<file path="src/rtl/stopwatch_uart_reporter.sv">
// Serial stopwatch reporter: snapshots the digit bus on request and sends one ASCII char per digit as 8N1 frames.
// Optional CR/LF suffix per report is compiled in with `define STOPWATCH_UART_CRLF_EN.
module stopwatch_uart_reporter #(
  parameter int BOARD_CLOCK_FREQUENCY_IN_HZ = 100_000_000,
  parameter int BAUD_RATE                   = 1_000_000,
  parameter int NUMBER_OF_DIGITS            = 4,
  parameter int NUMBER_OF_BITS_PER_DIGIT    = 4
) (
  input  logic                                                 clk,
  input  logic                                                 rst,
  input  logic [NUMBER_OF_DIGITS*NUMBER_OF_BITS_PER_DIGIT-1:0] number,
  input  logic                                                 send,
  output logic                                                 busy,
  output logic                                                 usb_tx
);

  localparam int CLKS_PER_BIT = BOARD_CLOCK_FREQUENCY_IN_HZ / BAUD_RATE;
  localparam int BAUD_W       = (CLKS_PER_BIT > 1) ? $clog2(CLKS_PER_BIT) : 1;
  localparam int NUM_W        = NUMBER_OF_DIGITS * NUMBER_OF_BITS_PER_DIGIT;
`ifdef STOPWATCH_UART_CRLF_EN
  localparam int CHARS        = NUMBER_OF_DIGITS + 2;
`else
  localparam int CHARS        = NUMBER_OF_DIGITS;
`endif
  localparam int CHAR_W       = (CHARS > 1) ? $clog2(CHARS) : 1;

  localparam logic [BAUD_W-1:0] BAUD_LAST = BAUD_W'(CLKS_PER_BIT - 1);
  localparam logic [CHAR_W-1:0] CHAR_LAST = CHAR_W'(CHARS - 1);

  typedef enum logic [1:0] {
    S_IDLE,
    S_START,
    S_DATA,
    S_STOP
  } state_t;

  state_t              r_state;
  state_t              w_state_nxt;
  logic [BAUD_W-1:0]   r_baud_cnt;
  logic [BAUD_W-1:0]   w_baud_cnt_nxt;
  logic [2:0]          r_bit_idx;
  logic [2:0]          w_bit_idx_nxt;
  logic [CHAR_W-1:0]   r_char_idx;
  logic [CHAR_W-1:0]   w_char_idx_nxt;
  logic [NUM_W-1:0]    r_snapshot;
  logic                r_tx;
  logic                r_busy;
  logic                w_tx_nxt;
  logic                w_busy_nxt;
  logic                w_accept;
  logic                w_baud_done;
  logic [7:0]          w_char;

  function automatic logic [7:0] digit_to_ascii(input logic [3:0] d);
    if (d < 4'd10) begin
      return 8'h30 + {4'd0, d};
    end
    return 8'h37 + {4'd0, d};
  endfunction

  // Character idx of the report: digits MSB first, then the optional suffix.
  function automatic logic [7:0] char_at(input logic [NUM_W-1:0]  snap,
                                         input logic [CHAR_W-1:0] idx);
    logic [7:0] c;
    c = 8'h00;
    for (int i = 0; i < NUMBER_OF_DIGITS; i++) begin
      if (idx == CHAR_W'(i)) begin
        c = digit_to_ascii(4'(snap[(NUMBER_OF_DIGITS-1-i)*NUMBER_OF_BITS_PER_DIGIT +: NUMBER_OF_BITS_PER_DIGIT]));
      end
    end
`ifdef STOPWATCH_UART_CRLF_EN
    if (idx == CHAR_W'(NUMBER_OF_DIGITS)) begin
      c = 8'h0D;
    end
    if (idx == CHAR_W'(NUMBER_OF_DIGITS + 1)) begin
      c = 8'h0A;
    end
`endif
    return c;
  endfunction

  assign w_baud_done = (r_baud_cnt == BAUD_LAST);
  assign w_char      = char_at(r_snapshot, r_char_idx);

  always_comb begin
    w_state_nxt    = r_state;
    w_baud_cnt_nxt = w_baud_done ? '0 : r_baud_cnt + 1'b1;
    w_bit_idx_nxt  = r_bit_idx;
    w_char_idx_nxt = r_char_idx;
    w_accept       = 1'b0;
    case (r_state)
      S_IDLE: begin
        w_baud_cnt_nxt = '0;
        if (send) begin
          w_accept       = 1'b1;
          w_state_nxt    = S_START;
          w_char_idx_nxt = '0;
          w_bit_idx_nxt  = '0;
        end
      end
      S_START: begin
        if (w_baud_done) begin
          w_state_nxt   = S_DATA;
          w_bit_idx_nxt = '0;
        end
      end
      S_DATA: begin
        if (w_baud_done) begin
          if (r_bit_idx == 3'd7) begin
            w_state_nxt = S_STOP;
          end else begin
            w_bit_idx_nxt = r_bit_idx + 3'd1;
          end
        end
      end
      S_STOP: begin
        if (w_baud_done) begin
          if (r_char_idx == CHAR_LAST) begin
            w_state_nxt = S_IDLE;
          end else begin
            w_char_idx_nxt = r_char_idx + 1'b1;
            w_state_nxt    = S_START;
          end
        end
      end
      default: begin
        w_state_nxt = S_IDLE;
      end
    endcase
  end

  // Outputs are decoded from the next state so they register in step with it.
  always_comb begin
    w_tx_nxt = 1'b1;
    case (w_state_nxt)
      S_IDLE:  w_tx_nxt = 1'b1;
      S_START: w_tx_nxt = 1'b0;
      S_DATA:  w_tx_nxt = w_char[w_bit_idx_nxt];
      S_STOP:  w_tx_nxt = 1'b1;
      default: w_tx_nxt = 1'b1;
    endcase
    w_busy_nxt = (w_state_nxt != S_IDLE);
  end

  always_ff @(posedge clk) begin
    if (rst) begin
      r_state    <= S_IDLE;
      r_baud_cnt <= '0;
      r_bit_idx  <= '0;
      r_char_idx <= '0;
      r_tx       <= 1'b1;
      r_busy     <= 1'b0;
    end else begin
      r_state    <= w_state_nxt;
      r_baud_cnt <= w_baud_cnt_nxt;
      r_bit_idx  <= w_bit_idx_nxt;
      r_char_idx <= w_char_idx_nxt;
      r_tx       <= w_tx_nxt;
      r_busy     <= w_busy_nxt;
    end
  end

  always_ff @(posedge clk) begin
    if (w_accept) begin
      r_snapshot <= number;
    end
  end

  assign usb_tx = r_tx;
  assign busy   = r_busy;

endmodule

</file>
<file path="config.mk">
export PLATFORM = sky130hd
export DESIGN_NAME = stopwatch_uart_reporter
export DESIGN_NICKNAME = d
export VERILOG_FILES = /design/src/rtl/stopwatch_uart_reporter.sv
export SDC_FILE = /design/constraint.sdc
export NUM_CORES = 1
export LEC_CHECK = 0
export ABC_AREA = 1
export BUFFER_PORTS_ARGS = -buffer_cell sky130_fd_sc_hd__buf_4
export CORE_MARGIN = 4
export CORE_UTILIZATION = 50
export CTS_BUF_LIST = sky130_fd_sc_hd__clkbuf_2
export DETAILED_ROUTE_END_ITERATION = 8
export PLACE_DENSITY = 0.69
export SYNTH_ARGS = -nofsm -noshare
export SYNTH_HDL_FRONTEND = slang
export SYNTH_SLANG_ARGS = --single-unit
</file>
<file path="constraint.sdc">
create_clock -name clk -period 2.5 [get_ports clk]
set_input_delay 0.5 -clock clk [delete_from_list [all_inputs] [get_ports clk]]
set_output_delay 0.5 -clock clk [all_outputs]
set_load 0.03 [all_outputs]
</file>
==> flow_summary.json <==
{
  "status": "finished clean",
  "synthCells": 284,
  "die_h_um": 71.6,
  "drtPass1Iterations": 4,
  "register_area_um2": 801,
  "cts_sinks": 32,
  "coreArea_um2": 3770,
  "fmax_mhz": 525,
  "min_path_type": "input pin to flop",
  "drc": 0,
  "grt_overflow": 0,
  "antenna_left": 0,
  "syn_avg_cell_area_um2": 7.11,
  "htreeDepth": 2,
  "dpl_cell_area_um2": 2230,
  "fin_setup_tns_ns": 0,
  "ir_worst_vdd_mv": 0.292,
  "cts_setup_buffers": 0,
  "cp_cell_sequence": "ha_1 -> nand3_1 -> nor2_4 -> nand3_1 -> a31oi_1 -> inv_1 -> ha_1 -> inv_1 -> a21oi_1 -> nand2_1 -> nand2_1 -> nand2_1 -> nand2_1",
  "place_hpwl_um": 3040,
  "worst_path_max_delay_cell": "dfxtp_1",
  "final_hold_viol_count": 0,
  "route.vias.total": 1749,
  "synth.distinct_cells": 26,
  "critPathMostFrequentCell": "nand2_1",
  "grt_pass1_wl_um": 6810,
  "yosysMostFrequentCell": "nand2_1",
  "synth_common_cells": "nand2_1 (76), inv_1 (41), nor2_1 (31)",
  "cp-end-kind": "flop",
  "grt_max_degree": 18,
  "io_pins": 21,
  "synth_fa_ha_area_frac": 0.0805,
  "fin_worst_skew_ns": 0.0341,
  "drt_wl_total_um": 3760,
  "antenna_cells": 0,
  "syn_nets": 316,
  "fin_crit_ns": 1.91,
  "synthXorXnorAreaFrac": 0,
  "cp_slowest_stage_delay_ns": 0.39,
  "synth_compound_area_frac": 0.0824,
  "post_cts_resized": 0,
  "gr-usage-all-layers": 0.167,
  "yosys_warnings": 0,
  "fin_area_um2": 2300,
  "fin_nets": 343,
  "die_w_um": 71.6,
  "synth.area.top_cells": "edfxtp_1 (24%), dfxtp_1 (16%), nand2_1 (14%), ha_1 (8.1%), inv_1 (7.6%)",
  "synth_edf_count": 16,
  "critPathLaunchType": "flop",
  "yosysTopAreaCell": "edfxtp_1",
  "multi_input_area_um2": 1020,
  "synth.mux.area_fraction": 0,
  "layout-drive-gt1-share": 0.163,
  "crit_required_ns": 2.82,
  "yosysSeqAreaShare": 0.397,
  "vias_per_cell": 4.86,
  "period_share": 0.762,
  "setup_viol": 0,
  "synth_top_family_by_area": "simple AND/OR/NAND/NOR gates",
  "synth_top_area_share": 0.238,
  "fill_cells": 363,
  "antenna_found_initial": 0,
  "async_reset_ff_frac": 0,
  "holdBufCountCts": 0,
  "cts_made_buffers": 5,
  "maxSlewHeadroom": 0.765,
  "max_cap_violations": 0,
  "syn_to_final_growth_pct": 13.8,
  "wl_per_cell_um": 10.5,
  "yosys.area_share.simple": 0.344,
  "crit_path_max_fanout": 6,
  "drv_slew": 0,
  "clockRootBuffer": "clkbuf_2",
  "num_rows": 22,
  "clockBufferDepth": 2,
  "crit_arrival_ns": 2.22,
  "drt-initial-drc-count": 95,
  "synth_area_um2": 2020,
  "ys_ff_latch": 32,
  "worst_pin_slew_ns": 0.352,
  "critPathKind": "flop to flop",
  "synth_ff_type": "edfxtp_1",
  "worstSkewPairLatency_ns": 0.38,
  "place_congestion": 0.855,
  "cellPowerDensity_nw_per_um2": 504,
  "tritoncts": "done",
  "die-area_um2": 5120,
  "start_util": 0.536,
  "cts.clk_slew.worst_paths_ns": 0.19,
  "rsz0062_at_grt": "no",
  "grt_pass1_vias": 1621,
  "portBuffers": 20,
  "leakagePower_nw": 1.16
}
==> registers in the layout, indices dropped and copies added, names as in the netlist <==
register / cells
busy: 1
r_baud_cnt: 7
r_bit_idx: 3
r_char_idx: 2
r_snapshot: 16
r_state: 2
usb_tx: 1
==> worst paths after layout <==
path / start / to / slack, ns / depth (start not counted)
hold reg to reg: r_baud_cnt[0] / r_baud_cnt[0] / 0.46 / 1
setup reg to reg: r_baud_cnt[0] / usb_tx / 0.59 / 13
setup / recovery: r_baud_cnt[0] / usb_tx / 0.59 / 13
hold / removal: number[0] / r_snapshot[0] / 0.29 / 1
==> worst max-delay path: cells and delay by family, from the launching register on <==
family | cells | cell delay [ns]
adders and majority gates | 2 | 0.42
DFF | 1 | 0.39
AOI/OAI and AO/OA | 2 | 0.29
buffers and inverters | 2 | 0.19
and+or+nand+nor | 7 | 0.58
==> cell families (layout without fill, tap and decap cells) <==
group | after synthesis | count (layout)
AOI/OAI and AO/OA | 31 | 31
adders and majority gates | 13 | 13
and+or+nand+nor | 156 | 156
DFF | 32 | 32
buffers and inverters | 52 | 80
==> layout make-up <==
cell class              instances  area share
clock buffers                   6      0.0131
clock inverters                 2      0.0152
inverters                      51      0.0833
multi-input cells             200       0.445
flip-flops and latches         32       0.348
well taps                      48      0.0261
repair buffers                 21      0.0686
==> per-stage QoR <==
step / std cells / worst slack, ns / hold WS (ns) / power, mW / utilization
4_1_cts: 360 / 0.613 / 0.271 / 1.17 / 0.609
3_5_place_dp: 352 / 0.621 / 0.445 / 0.819 / 0.592
6_report: 360 / 0.595 / 0.295 / 1.16 / 0.609
2_1_floorplan: 284 / 0.656 / 0.418 / 0.753 / -
3_3_place_gp: 352 / 0.648 / 0.432 / 0.817 / 0.592
5_1_grt: 360 / 0.390 / 0.240 / 1.23 / 0.609
==> power by group <==
group | leakage (nW) | switching [mW] | total [mW] | internal [mW]
Clock | 0.0430 | 0.179 | 0.352 | 0.172
Sequential | 0.284 | 0.0171 | 0.598 | 0.580
Combinational | 0.835 | 0.126 | 0.209 | 0.0826
==> cell usage in the layout (no fill, tap or decap), drive strengths merged <==
| cell type | synthesis | routed |
|---|---|---|
| ha | 13 | 13 |
| a211oi | 2 | 2 |
| nor3b | 2 | 2 |
| buf | 0 | 21 |
| nor2 | 36 | 36 |
| o22ai | 1 | 1 |
| a31oi | 1 | 1 |
| dfxtp | 16 | 16 |
| bufinv | 0 | 1 |
| and3 | 2 | 2 |
| nor3 | 3 | 3 |
| a21oi | 14 | 14 |
| or2 | 1 | 1 |
| clkbuf | 1 | 6 |
| nand2 | 82 | 82 |
| o21ai | 13 | 13 |
| clkinv | 2 | 3 |
| nand3 | 30 | 30 |
| inv | 49 | 49 |
| edfxtp | 16 | 16 |
==> routing by layer <==
metal,share of wire,global-route usage,vias up
li1,-,-,957
met1,0.51,0.226,756
met2,0.44,0.262,31
met3,0.044,0.0379,5
met4,0.011,0.0564,0
met5,0,0,-
Note: power is estimated with default switching activity, not from simulation.
